### config.mk
export PLATFORM = sky130hd
export DESIGN_NAME = run_controller
export DESIGN_NICKNAME = d
export VERILOG_FILES = /design/src/rtl/run_ctrl_pkg.sv /design/src/rtl/run_controller_step_edge.sv /design/src/rtl/run_controller.sv
export SDC_FILE = /design/constraint.sdc
export NUM_CORES = 1
export LEC_CHECK = 0
export CAP_MARGIN = 20
export CELL_PAD_IN_SITES_DETAIL_PLACEMENT = 1
export CELL_PAD_IN_SITES_GLOBAL_PLACEMENT = 2
export CORE_UTILIZATION = 29
export CTS_CLUSTER_DIAMETER = 150
export CTS_CLUSTER_SIZE = 8
export DETAILED_ROUTE_END_ITERATION = 6
export GPL_ROUTABILITY_DRIVEN = 0
export PLACE_DENSITY = 0.77
export REMOVE_ABC_BUFFERS = 1
export SETUP_SLACK_MARGIN = 0.4
export SLEW_MARGIN = 20
export SYNTH_ARGS = -nofsm -noshare
export SYNTH_HDL_FRONTEND = slang
export SYNTH_HIERARCHICAL = 1
export SYNTH_SLANG_ARGS = --single-unit
### constraint.sdc
create_clock -name clk -period 2.3 [get_ports clk]
set_clock_uncertainty 0.05 [all_clocks]
set_input_delay 0.23 -clock clk [delete_from_list [all_inputs] [get_ports clk]]
set_output_delay 0.23 -clock clk [all_outputs]
set_load 0.05 [all_outputs]
### src/rtl/run_ctrl_pkg.sv
// run_ctrl_pkg
//   Shared types and helpers for the run controller.
//   - run_state_t : controller state (IDLE, HOLD, RUN, HALT)
//   - HALT_*      : values reported on halt_code
//   - lowest_probe: priority encoder, lowest set request bit wins
package run_ctrl_pkg;

  typedef enum logic [1:0] {
    IDLE = 2'd0,
    HOLD = 2'd1,
    RUN  = 2'd2,
    HALT = 2'd3
  } run_state_t;

  localparam logic [1:0] HALT_NONE    = 2'd0;
  localparam logic [1:0] HALT_TIMEOUT = 2'd1;
  localparam logic [1:0] HALT_PROBE   = 2'd2;
  localparam logic [1:0] HALT_ABORT   = 2'd3;

  // Widest probe vector the encoder handles; callers zero-extend into it,
  // so the controller supports up to 32 probe inputs.
  localparam int PROBE_MAX = 32;

  // Scanning from the top down leaves the lowest set index in idx.
  function automatic logic [4:0] lowest_probe(input logic [PROBE_MAX-1:0] req);
    logic [4:0] idx;
    idx = '0;
    for (int i = PROBE_MAX - 1; i >= 0; i--) begin
      if (req[i]) idx = 5'(i);
    end
    return idx;
  endfunction

endpackage

### src/rtl/run_controller_step_edge.sv
// step_edge
//   Rising-edge detector for the single-step request.
//   clk, rst_n : system clock, asynchronous active-low reset
//   step       : raw step request level
//   rise       : high while step is high and was low at the previous edge
//   The history register updates every cycle regardless of controller
//   state, so a step held high produces exactly one rise.
module step_edge (
  input  logic clk,
  input  logic rst_n,
  input  logic step,
  output logic rise
);

  logic step_q;

  always_ff @(posedge clk or negedge rst_n) begin
    if (!rst_n) step_q <= 1'b0;
    else        step_q <= step;
  end

  assign rise = step & ~step_q;

endmodule

### src/rtl/run_controller.sv
// run_controller
//   Sequences a controlled system through reset hold, execution and halt,
//   driving its reset and clock enable.
//   Parameters: RESET_CYCLES (hold length), MAX_CYCLES (0 = no timeout),
//               CNT_W (cycle counter width), N_PROBES (halt probes, <= 32)
//   Inputs : clk, rst_n, start, step_mode, step, abort, probe[N_PROBES]
//   Outputs: sys_rst_n, clk_en (registered), running, halted,
//            halt_code (0 none/1 timeout/2 probe/3 abort), halt_probe,
//            cycle_count (enabled RUN cycles since the last start)
module run_controller
  import run_ctrl_pkg::*;
#(
  parameter int RESET_CYCLES = 16,
  parameter int MAX_CYCLES   = 100000,
  parameter int CNT_W        = 32,
  parameter int N_PROBES     = 4,
  localparam int PW          = (N_PROBES > 1) ? $clog2(N_PROBES) : 1
) (
  input  logic                clk,
  input  logic                rst_n,
  input  logic                start,
  input  logic                step_mode,
  input  logic                step,
  input  logic                abort,
  input  logic [N_PROBES-1:0] probe,
  output logic                sys_rst_n,
  output logic                clk_en,
  output logic                running,
  output logic                halted,
  output logic [1:0]          halt_code,
  output logic [PW-1:0]       halt_probe,
  output logic [CNT_W-1:0]    cycle_count
);

  localparam int HW = (RESET_CYCLES > 1) ? $clog2(RESET_CYCLES) : 1;
  localparam logic [HW-1:0] HOLD_LAST = HW'(RESET_CYCLES - 1);
  localparam bit TIMEOUT_EN = (MAX_CYCLES != 0);
  localparam logic [CNT_W-1:0] TIMEOUT_AT = TIMEOUT_EN ? CNT_W'(MAX_CYCLES - 1) : '0;

  run_state_t           state;
  logic [HW-1:0]        hold_cnt;
  logic                 step_rise;
  logic [PROBE_MAX-1:0] probe_ext;
  logic                 timeout_hit;

  step_edge u_step_edge (
    .clk   (clk),
    .rst_n (rst_n),
    .step  (step),
    .rise  (step_rise)
  );

  assign probe_ext = PROBE_MAX'(probe);

  // clk_en is the registered enable the system saw during the cycle now
  // ending, so it doubles as "this RUN edge is an enabled edge".
  assign timeout_hit = TIMEOUT_EN && clk_en && (cycle_count == TIMEOUT_AT);

  assign running = (state == RUN);
  assign halted  = (state == HALT);

  always_ff @(posedge clk or negedge rst_n) begin
    if (!rst_n) begin
      state       <= IDLE;
      hold_cnt    <= '0;
      sys_rst_n   <= 1'b0;
      clk_en      <= 1'b0;
      halt_code   <= HALT_NONE;
      halt_probe  <= '0;
      cycle_count <= '0;
    end else begin
      case (state)
        IDLE: begin
          if (start) begin
            state       <= HOLD;
            hold_cnt    <= '0;
            sys_rst_n   <= 1'b0;
            clk_en      <= 1'b1;
            cycle_count <= '0;
          end
        end

        HOLD: begin
          if (abort) begin
            state     <= HALT;
            clk_en    <= 1'b0;
            halt_code <= HALT_ABORT;
          end else if (hold_cnt == HOLD_LAST) begin
            // First RUN cycle already honours step mode, so a step edge
            // landing on this transition edge is not lost.
            state     <= RUN;
            sys_rst_n <= 1'b1;
            clk_en    <= step_mode ? step_rise : 1'b1;
          end else begin
            hold_cnt <= hold_cnt + 1'b1;
          end
        end

        RUN: begin
          // The cycle that just ended is counted even if this edge halts.
          if (clk_en && (cycle_count != '1)) cycle_count <= cycle_count + 1'b1;
          if (abort) begin
            state     <= HALT;
            clk_en    <= 1'b0;
            halt_code <= HALT_ABORT;
          end else if (|probe) begin
            state      <= HALT;
            clk_en     <= 1'b0;
            halt_code  <= HALT_PROBE;
            halt_probe <= PW'(lowest_probe(probe_ext));
          end else if (timeout_hit) begin
            state     <= HALT;
            clk_en    <= 1'b0;
            halt_code <= HALT_TIMEOUT;
          end else begin
            clk_en <= step_mode ? step_rise : 1'b1;
          end
        end

        HALT: begin
          // sys_rst_n is left alone so the halted system stays inspectable.
          if (start) begin
            state       <= HOLD;
            hold_cnt    <= '0;
            sys_rst_n   <= 1'b0;
            clk_en      <= 1'b1;
            cycle_count <= '0;
            halt_code   <= HALT_NONE;
            halt_probe  <= '0;
          end
        end

        default: state <= IDLE;
      endcase
    end
  end

endmodule

-- Word level (Yosys, flattened, before mapping)
Index checks and enable logic that the tools add are counted.
- register bits: 45
- output and inout bits: 40
- word-level logic and storage cells: 84
- $add $sub $neg: 2
- eq/ne operators: 17
- mux-type cells: 39
- bitwise gates (word level): 2
- reduce and logical (&&, ||, !) cells: 16
- operator list (cell ; count):
    32-bit two-way mux ; 2
    32-bit one-hot mux with 2 select lines ; 1
    2-bit two-way mux ; 17
    32-bit by 1-bit adder with 32-bit output, second input constant ; 1
    32-bit by 17-bit equality test with 1-bit output, second input constant ; 1
    32-bit != test, second input constant ; 1
    4-bit AND reduction ; 4
    4-bit two-way mux ; 3
    2-bit != test, second input constant ; 6
    2-bit one-hot mux with 3 select lines ; 2
    1-bit two-way mux ; 10
    4-bit one-hot mux with 2 select lines ; 1
    2-bit by 1-bit != test with 1-bit output, second input constant ; 3
    3-bit AND reduction ; 2
    2-bit nonzero test ; 3
    4-bit by 1-bit adder with 4-bit output, second input constant ; 1
    2-bit equality test, second input constant ; 2
    4-bit equality test, second input constant ; 1
    4-bit by 2-bit != test with 1-bit output, second input constant ; 1
    2-bit one-hot mux with 2 select lines ; 1
    4-bit OR reduction ; 1
    3-bit != test, second input constant ; 1
    1-bit one-hot mux with 3 select lines ; 1
    3-bit nonzero test ; 1
    other kinds (8) ; 9

-- Depth between registers and ports, before layout
Gate-level depths: netlist (run 1).
- word-level depth: 7
- gate-level depth with buffers: 9
- depth with buffers taken out: 7

-- By module
The synthesis (run 1) kept the hierarchy.
- by module, submodules not included (module ; instances ; cells each ; area an instance (µm²)):
    run_controller ; 1 ; 322 ; 2895.3
    step_edge ; 1 ; 2 ; 38.8

-- Worst setup path before layout (run 1)
OpenSTA, ideal clock, no wires.
- path kind: reg-to-reg
- from: register cycle_count[0]
- to: register cycle_count[27]
- library setup time: 0.157 ns
- arrival time: 2.426 ns
- setup slack: -0.333 ns
- cell stages (with the launch flop): 9
- path buffers: 2
- path through: dfrtp_1 -> ha_1 -> nand4_1 -> or4_4 -> buf_6 -> o211a_1 -> buf_2 -> a21oi_1 -> a31oi_1
- word-level cells in the longest chain between the ends: 4
- RTL lines (element ; RTL line ; RTL):
    start, declared ; run_controller.sv:32 ; output logic [CNT_W-1:0] cycle_count
    start signal, assigned ; run_controller.sv:101 ; if (clk_en && (cycle_count != '1)) cycle_count <= cycle_count + 1'b1;
    branches (longest 4 deep; another with 32-bit by 1-bit adder with 32-bit output) ; - ;
Parallel ways; which one is timed is not known. The select of a mux whose other input is x is not followed.
A chain may end at the register's enable or synchronous reset.

-- Worst setup path in the final report (run 1)
- from: register cycle_count[8]
- to: register cycle_count[13]
The elaborated chain is that of the path after synthesis.

==> results of run 1 <==
## state kept, by name (all words and copies together) (netlist names)
signal / count
clk_en: 1
cycle_count: 32
halt_code: 2
halt_probe: 2
hold_cnt: 4
state: 2
sys_rst_n: 1
u_step_edge/step_q: 1
## layout by cell type (no fill, tap or decap), drive strengths merged, types with 3 or more instances in the layout
cell type / Yosys / layout
nor3: 8 / 8
o211ai: 3 / 3
and4: 3 / 3
clkdlybuf4s50: 0 / 20
a21o: 8 / 8
or2: 4 / 4
dlygate4sd2: 0 / 17
mux2i: 12 / 12
nor4b: 3 / 3
o21ai: 12 / 12
o31ai: 3 / 3
clkbuf: 14 / 10
dfrtp: 45 / 45
or4: 5 / 5
a21oi: 14 / 14
ha: 5 / 5
or3: 3 / 3
mux2: 6 / 6
and3: 5 / 5
a31oi: 7 / 7
buf: 4 / 82
nand4: 16 / 16
nand3b: 5 / 5
nor2b: 6 / 6
dlymetal6s2s: 0 / 8
a221oi: 5 / 5
inv: 14 / 12
a211oi: 9 / 9
nor2: 20 / 20
o2111ai: 4 / 4
nand3: 33 / 33
nand2: 17 / 17
nor4: 7 / 7
## per-layer routing
| layer | vias to the layer above | routed length, µm | track usage, % |
|---|---|---|---|
| met5 | - | 0 | 0 |
| met4 | 0 | 267 | 7.36 |
| met3 | 18 | 487 | 2.71 |
| met2 | 79 | 5740 | 36.0 |
| met1 | 1616 | 5120 | 28.0 |
| li1 | 1494 | - | - |
## power by group
| part | switching [mW] | leakage (nW) | internal (mW) |
|---|---|---|---|
| combinational | 1.75 | 1.51 | 1.20 |
| sequential | 0.180 | 0.588 | 0.925 |
| clock | 0.295 | 0.0443 | 0.239 |
| total | 2.22 | 2.15 | 2.36 |
## final cells by class
cell class,instances,area share [%]
Timing Repair Buffer,131,25.7
Tap cell,133,3.47
Inverter,14,1.25
Multi-Input combinational cell,247,44.1
Clock buffer,7,1.80
Sequential cell,45,23.7
## logic make-up (layout without fill, tap and decap cells)
family | Yosys count | in the layout
compound gates | 81 | 81
xor+xnor | 2 | 2
fa+ha+maj | 5 | 5
buf+inv | 32 | 152
flops | 45 | 45
mux | 18 | 18
simple gates | 141 | 141
## final timing paths
path	from	end	slack (ns)	cells after the start
worst max-delay path	cycle_count[8]$_DFFE_PN0P_	cycle_count[13]$_DFFE_PN0P_	0.20	5
worst min-delay path	step	u_step_edge/step_q$_DFF_PN0_	0.33	1
worst max register to register	cycle_count[8]$_DFFE_PN0P_	cycle_count[13]$_DFFE_PN0P_	0.20	5
worst min register to register	hold_cnt[3]$_DFFE_PN0P_	hold_cnt[3]$_DFFE_PN0P_	0.43	1
max in group asynchronous	rst_n	cycle_count[27]$_DFFE_PN0P_	1.28	3
min in group asynchronous	rst_n	cycle_count[8]$_DFFE_PN0P_	0.36	2
## synth_stat cells, drive strengths merged, types with 4 or more instances
cell type,n
nor3,8
nor4,7
ha,5
a211oi,9
clkbuf,14
a221oi,5
o2111ai,4
nand3,33
or2,4
nand2,17
dfrtp,45
o21ai,12
or4,5
a21o,8
nand4,16
inv,14
nor2b,6
mux2,6
a21oi,14
mux2i,12
and3,5
buf,4
nor2,20
nand3b,5
a31oi,7
## worst reg2reg max path: stages, from the launching register on
cell and delay (ns):
sky130_fd_sc_hd__dfrtp_1 0.43, sky130_fd_sc_hd__nand4_4 0.15, sky130_fd_sc_hd__or4_4 0.62, sky130_fd_sc_hd__or4_4 0.44
sky130_fd_sc_hd__a21o_1 0.19, sky130_fd_sc_hd__a21oi_1 0.15
## what timing repair did
item	CTS	global route
pin swaps	10	12
cloned	0	2
hold buffers	1	0
setup buffers	10	18
endpoints found under the setup margin	61	53
resized for setup	67	80
hold endpoints to repair	19	0
## stage by stage
step | util, % | TNS, ns
6_report | 49.1 | 0
4_1_cts | 43.8 | 0
5_1_grt | 49.1 | 0
3_3_place_gp | 40.1 | 0
3_5_place_dp | 40.1 | -0.456
2_1_floorplan | - | -15.63
==> impl_summary.log, run 1 <==
INFO  metric hold_path_class = input pin to register
INFO  metric grt_overflow_total = 0
INFO  metric crit_path_frequent_cell = sky130_fd_sc_hd__or4_4
INFO  metric synth_compound_area_share = 19.8%
INFO  metric synth.mux.area_fraction = 6.40%
INFO  metric row_count = 36
INFO  metric postSynth.asyncResetShare = 100%
INFO  metric ir_worst_vdd = 0.000770 V
INFO  metric data_required_critical_path = 2.50 ns
INFO  metric netlist.top_cell.by_area = sky130_fd_sc_hd__dfrtp_1
INFO  metric critical_path.cell_chain = nand4_4 -> or4_4 -> or4_4 -> a21o_1 -> a21oi_1
INFO  metric final_cell_area = 4790 µm²
INFO  metric timing_worst_slew_pin_value = 0.714 ns
INFO  metric synth.area.top_cells = sky130_fd_sc_hd__dfrtp_1, sky130_fd_sc_hd__nand3_1, sky130_fd_sc_hd__mux2i_1
INFO  metric core_area = 9770 µm²
INFO  metric detailed_place.area = 3920 µm²
INFO  metric count_of_fill_cells_added_during_filler_insertion = 1103
INFO  metric die_h = 103 µm
INFO  metric crit_path_max_fanout = 5
INFO  metric post_synthesis_share_of_cell_area_spent_on_xor_and_xnor_gates = 0.597%
INFO  metric critPathBufInv = 0
INFO  metric multi_input_logic_area = 2110 µm²
INFO  metric count_of_maximum_capacitance_violations = 0
INFO  metric port_buffers = 49
INFO  metric route.final.wire_length = 11.6 mm
INFO  metric cp-end-kind = register
INFO  metric fmax = 476 MHz
INFO  metric syn_inst = 324
INFO  metric number_of_failing_setup_endpoints_in_the_final_timing_report = 0
INFO  metric yosys_most_used_dff = sky130_fd_sc_hd__dfrtp_1
INFO  metric routed_wire_length_per_instance = 20.1 µm
INFO  metric path_class = register to register
INFO  metric total_power = 4.58 mW
INFO  metric timing_hold_violations_final = 0
INFO  metric place_inst = 539
INFO  metric tritoncts_clock_tree = built
INFO  metric global_route_wire_length_before_repair = 17.0 mm
INFO  metric category_of_cells_accounting_for_the_largest_share_of_critical_path_delay = simple AND/OR/NAND/NOR gates
INFO  metric synth-simple-area-share = 28.1%
INFO  metric postSynthRegisterBits = 45
INFO  metric layout-area-overhead-vs-synth = 63.4%
INFO  metric number_of_buffers_created_by_cts = 5
INFO  metric synth_largest_type_area_fraction = 38.4%
INFO  metric antenna_found_initial = 0
INFO  metric synth_enable_flop_cells = 0
INFO  metric final_antenna_net_count = 0
INFO  metric critical_path_arrival = 2.29 ns
INFO  metric syn_area_per_cell = 9.06 µm²
INFO  metric vias_in_the_first_global_route = 3247
INFO  metric fp.dieArea = 10500 µm²
INFO  metric clock_tree.buffer_depth = 2
INFO  metric post_route_fraction_of_the_period_consumed_by_the_critical_path = 91.3%
INFO  metric instances_no_fill = 577
INFO  metric critical_path.max_stage_delay = 0.62 ns
INFO  metric drc_errors = 0
INFO  metric netlist-cell-type-count = 61
INFO  metric holdWs = 0.333 ns
INFO  metric syn_area = 2930 µm²
INFO  metric synth_fa_ha_area_share = 2.13%
INFO  metric largest_net_degree_at_the_start_of_global_routing = 27
INFO  metric clk_pin_slew_worst_paths = 0.09 ns
INFO  metric htree_depth = 2
INFO  metric drt_pass1_iterations = 4
INFO  metric slew_violations = 0
INFO  metric slowest_stage = sky130_fd_sc_hd__or4_4
INFO  metric critPathLaunchType = register
INFO  metric ys_seq_area_share = 38.4%
INFO  metric outcome = completed
INFO  metric max_slew_margin = 51.9%
INFO  metric clkSinkCount = 45
INFO  metric start_util = 30.0%
INFO  metric clock_latency_on_the_worst_skew_pair = 0.32 ns
INFO  metric detailedRoute.firstIterationViolations = 150
INFO  metric finalNetCount = 459
INFO  metric drive_above_1_share = 39.6%
INFO  metric total_leakage_power = 2.15 nW
INFO  metric rsz0062_at_grt = yes
INFO  metric largest_family_of_logic_cells_by_synthesized_area = simple AND/OR/NAND/NOR gates
INFO  metric antenna-diode-count = 0
INFO  metric layout.area.seq = 1140 µm²
INFO  metric die_w = 103 µm
INFO  metric pre_cts_worst_setup_slack = -0.138 ns
INFO  metric root_buffer = sky130_fd_sc_hd__clkbuf_8
INFO  metric final_critical_path_setup_slack = 0.201 ns
INFO  metric synth_warnings = 6
INFO  metric route.detailed.vias_per_inst = 5.56
INFO  metric cellPowerDensity = 956 nW/µm²
INFO  metric grt_usage = 21.3%
INFO  metric place.detailed.hpwl = 7.67 mm
INFO  metric vias = 3207
INFO  metric period_minus_ws_final = 2.10 ns
INFO  metric boundaryPins = 50
Note: power is estimated with default switching activity, not from simulation.
==> run 2, diff against run 1 <==
PLACE_DENSITY = 0.83   (was 0.77)
==> impl_summary.log, run 2 (synthesis results as in run 1) <==
INFO  metric timing_hold_violations_final = 0 (unchanged)
INFO  metric clock_power_share = 13.8% (was 11.7%)
INFO  metric htree_depth = 2 (unchanged)
INFO  metric cp-end-kind = register (unchanged)
INFO  metric total_leakage_power = 2.03 nW (was 2.15 nW)
INFO  metric final_common_cell = sky130_fd_sc_hd__buf_4 (unchanged)
INFO  metric die_h = 103 µm (unchanged)
INFO  metric min_to = u_step_edge/step_q$_DFF_PN0_ (unchanged)
INFO  metric count_of_maximum_capacitance_violations = 0 (unchanged)
INFO  metric r2r_end = cycle_count[10]$_DFFE_PN0P_ (was cycle_count[13]$_DFFE_PN0P_)
INFO  metric period_minus_ws_final = 2.18 ns (was 2.10 ns)
INFO  metric final_core_utilization = 47.5% (was 49.1%)
INFO  metric max_slew_margin = 65.5% (was 51.9%)
INFO  metric r2r.worst_path.cells = 9 (was 5)
INFO  metric clkSinkCount = 45 (unchanged)
INFO  metric route.detailed.vias_per_inst = 5.69 (was 5.56)
INFO  metric row_count = 36 (unchanged)
INFO  metric clk_pin_slew_worst_paths = 0.10 ns (was 0.09 ns)
INFO  metric cellPowerDensity = 982 nW/µm² (was 956 nW/µm²)
INFO  metric fp.dieArea = 10500 µm² (unchanged)
INFO  metric critical_path.cell_chain = ha_2 -> nand4_1 -> buf_4 -> buf_6 -> nor2_2 -> a41o_4 -> buf_4 -> a211oi_1 -> mux2i_1 (was nand4_4 -> or4_4 -> or4_4 -> a21o_1 -> a21oi_1)
INFO  metric critPathBufInv = 3 (was 0)
INFO  metric category_of_cells_accounting_for_the_largest_share_of_critical_path_delay = compound AO/OA/AOI/OAI gates (was simple AND/OR/NAND/NOR gates)
INFO  metric drt_pass1_iterations = 4 (unchanged)
INFO  metric drc_errors = 0 (unchanged)
INFO  metric clock_tree.buffer_depth = 2 (unchanged)
INFO  metric drive_above_1_share = 38.8% (was 39.6%)
INFO  metric largest_register = cycle_count (unchanged)
INFO  metric slew_violations = 0 (unchanged)
INFO  metric outcome = completed (unchanged)
INFO  metric critical_path.reg2reg.startpoint = cycle_count[1]$_DFFE_PN0P_ (was cycle_count[8]$_DFFE_PN0P_)
INFO  metric grt_overflow_total = 0 (unchanged)
INFO  metric global_route_wire_length_before_repair = 17.0 mm (about the same)
INFO  metric ir_worst_vdd = 0.000680 V (was 0.000770 V)
INFO  metric worst-r2r-setup-slack = 0.12 ns (was 0.20 ns)
INFO  metric critical_path_arrival = 2.36 ns (was 2.29 ns)
INFO  metric number_of_buffers_created_by_cts = 5 (unchanged)
INFO  metric path_class = register to register (unchanged)
INFO  metric post_route_fraction_of_the_period_consumed_by_the_critical_path = 94.8% (was 91.3%)
INFO  metric rsz0062_at_grt = yes (unchanged)
INFO  metric critPathLaunchType = register (unchanged)
INFO  metric slowest_stage = sky130_fd_sc_hd__dfrtp_1 (was sky130_fd_sc_hd__or4_4)
INFO  metric min_delay_path_depth = 1 (unchanged)
INFO  metric total_power = 4.56 mW (was 4.58 mW)
INFO  metric startpoint_of_the_worst_hold_path = step (unchanged)
INFO  metric root_buffer = sky130_fd_sc_hd__clkbuf_8 (unchanged)
INFO  metric final_antenna_net_count = 0 (unchanged)
INFO  metric largest_register_ff_count = 32 (unchanged)
INFO  metric p_sw_share = 48.0% (was 48.5%)
INFO  metric finalNetCount = 447 (was 459)
INFO  metric vias_in_the_first_global_route = 3194 (was 3247)
INFO  metric clock_latency_on_the_worst_skew_pair = 0.31 ns (was 0.32 ns)
INFO  metric core_area = 9770 µm² (unchanged)
INFO  metric critical_path.max_stage_delay = 0.40 ns (was 0.62 ns)
INFO  metric tritoncts_clock_tree = built (unchanged)
INFO  metric power.net_switching = 2.19 mW (was 2.22 mW)
INFO  metric die_w = 103 µm (unchanged)
INFO  metric fmax = 459 MHz (was 476 MHz)
INFO  metric hold_path_class = input pin to register (unchanged)
INFO  metric leading_cell_types_in_the_layout_fill_and_taps_excluded = sky130_fd_sc_hd__buf_4, sky130_fd_sc_hd__nand3_1, sky130_fd_sc_hd__dfrtp_1, sky130_fd_sc_hd__clkdlybuf4s50_1 (was sky130_fd_sc_hd__buf_4, sky130_fd_sc_hd__dfrtp_1, sky130_fd_sc_hd__nand3_1, sky130_fd_sc_hd__clkdlybuf4s50_1, sky130_fd_sc_hd__nor2_1)
INFO  metric share_comb_of_total_power = 62.4% (was 64.2%)
INFO  metric boundaryPins = 50 (unchanged)
INFO  metric layout-area-overhead-vs-synth = 58.3% (was 63.4%)
INFO  metric data_required_critical_path = 2.48 ns (was 2.50 ns)
INFO  metric routed_wire_length_per_instance = 20.9 µm (was 20.1 µm)
INFO  metric internal = 2.37 mW (was 2.36 mW)
INFO  metric antenna-diode-count = 0 (unchanged)
INFO  metric port_buffers = 49 (unchanged)
INFO  metric p_seq_share = 23.8% (was 24.1%)
INFO  metric timing_worst_slew_pin_value = 0.516 ns (was 0.714 ns)
INFO  metric number_of_failing_setup_endpoints_in_the_final_timing_report = 0 (unchanged)
INFO  metric largest_net_degree_at_the_start_of_global_routing = 23 (was 27)
INFO  metric start_util = 30.0% (unchanged)
INFO  metric crit_path_max_fanout = 5 (unchanged)
INFO  metric grt_usage = 21.3% (unchanged)
INFO  metric place.detailed.hpwl = 7.41 mm (was 7.67 mm)
INFO  metric antenna_found_initial = 0 (unchanged)
INFO  metric detailedRoute.firstIterationViolations = 143 (was 150)
INFO  metric vias = 3222 (was 3207)
INFO  metric crit_path_frequent_cell = sky130_fd_sc_hd__buf_4 (was sky130_fd_sc_hd__or4_4)
INFO  metric largest_registers = cycle_count x32, hold_cnt x4 (unchanged)
INFO  metric route.final.wire_length = 11.8 mm (was 11.6 mm)
run 2: power groups by stage:
stage	clock (mW)	combinational (mW)	sequential, mW
CTS	0.641	2.65	1.06
global route	0.676	3.05	1.10
detailed placement	0	2.27	1.07
floorplan	0	1.03	1.40
global placement	0	2.21	1.07
finish	0.629	2.85	1.09
run 2: worst max-delay path by stage:
stage	start	end	cells after the start
floorplan	state[0]$_DFFE_PN0P_	cycle_count[17]$_DFFE_PN0P_	7
global placement	probe[0]	halt_code[1]$_DFFE_PN0P_	6
detailed placement	state[1]$_DFFE_PN0P_	cycle_count[17]$_DFFE_PN0P_	6
CTS	cycle_count[1]$_DFFE_PN0P_	cycle_count[18]$_DFFE_PN0P_	6
global route	cycle_count[1]$_DFFE_PN0P_	cycle_count[22]$_DFFE_PN0P_	9
finish	cycle_count[1]$_DFFE_PN0P_	cycle_count[10]$_DFFE_PN0P_	9
run 2: layer usage:
metal	part of all wire, %	GRT usage, %
met3	3.2	3.32
met2	50	36.5
met4	2.7	5.49
met1	44	27.9
met5	0	0
run 2: cell type report:
cell class | count | area, µm²
inverters | 14 | 56.3
well taps | 133 | 166
flip-flops and latches | 45 | 1150
clock buffers | 6 | 72.6
repair buffers | 118 | 1090
multi-input cells | 248 | 2070
fillers | 1114 | 5130
clock inverters | 2 | 38.8
run 2: timing repair:
item,CTS,global route
hold buffers,1,0
hold endpoints to repair,18,0
setup endpoints to repair,59,53
pin swaps,14,14
setup buffers,9,13
gates resized for setup,81,60
cloned,2,1
run 2: through the flow:
step | TNS (ns) | cell area, µm² | instances | hold slack, ns | setup slack (ns)
2_1_floorplan | -15.63 | 2850 | 306 | -0.116 | -0.752
3_3_place_gp | -0.0105 | 3840 | 532 | 0.167 | -0.00544
3_5_place_dp | -0.709 | 3840 | 532 | 0.172 | -0.114
4_1_cts | 0 | 4300 | 552 | 0.330 | 0.183
5_1_grt | -0.00446 | 4650 | 566 | 0.331 | -0.00446
6_report | 0 | 4650 | 566 | 0.326 | 0.120
run 2: worst register-to-register path, cell delays in order (launching register included):
cell	delay, ns
sky130_fd_sc_hd__dfrtp_1	0.40
sky130_fd_sc_hd__ha_2	0.20
sky130_fd_sc_hd__nand4_1	0.16
sky130_fd_sc_hd__buf_4	0.14
sky130_fd_sc_hd__buf_6	0.12
sky130_fd_sc_hd__nor2_2	0.06
sky130_fd_sc_hd__a41o_4	0.25
sky130_fd_sc_hd__buf_4	0.16
sky130_fd_sc_hd__a211oi_1	0.31
sky130_fd_sc_hd__mux2i_1	0.24
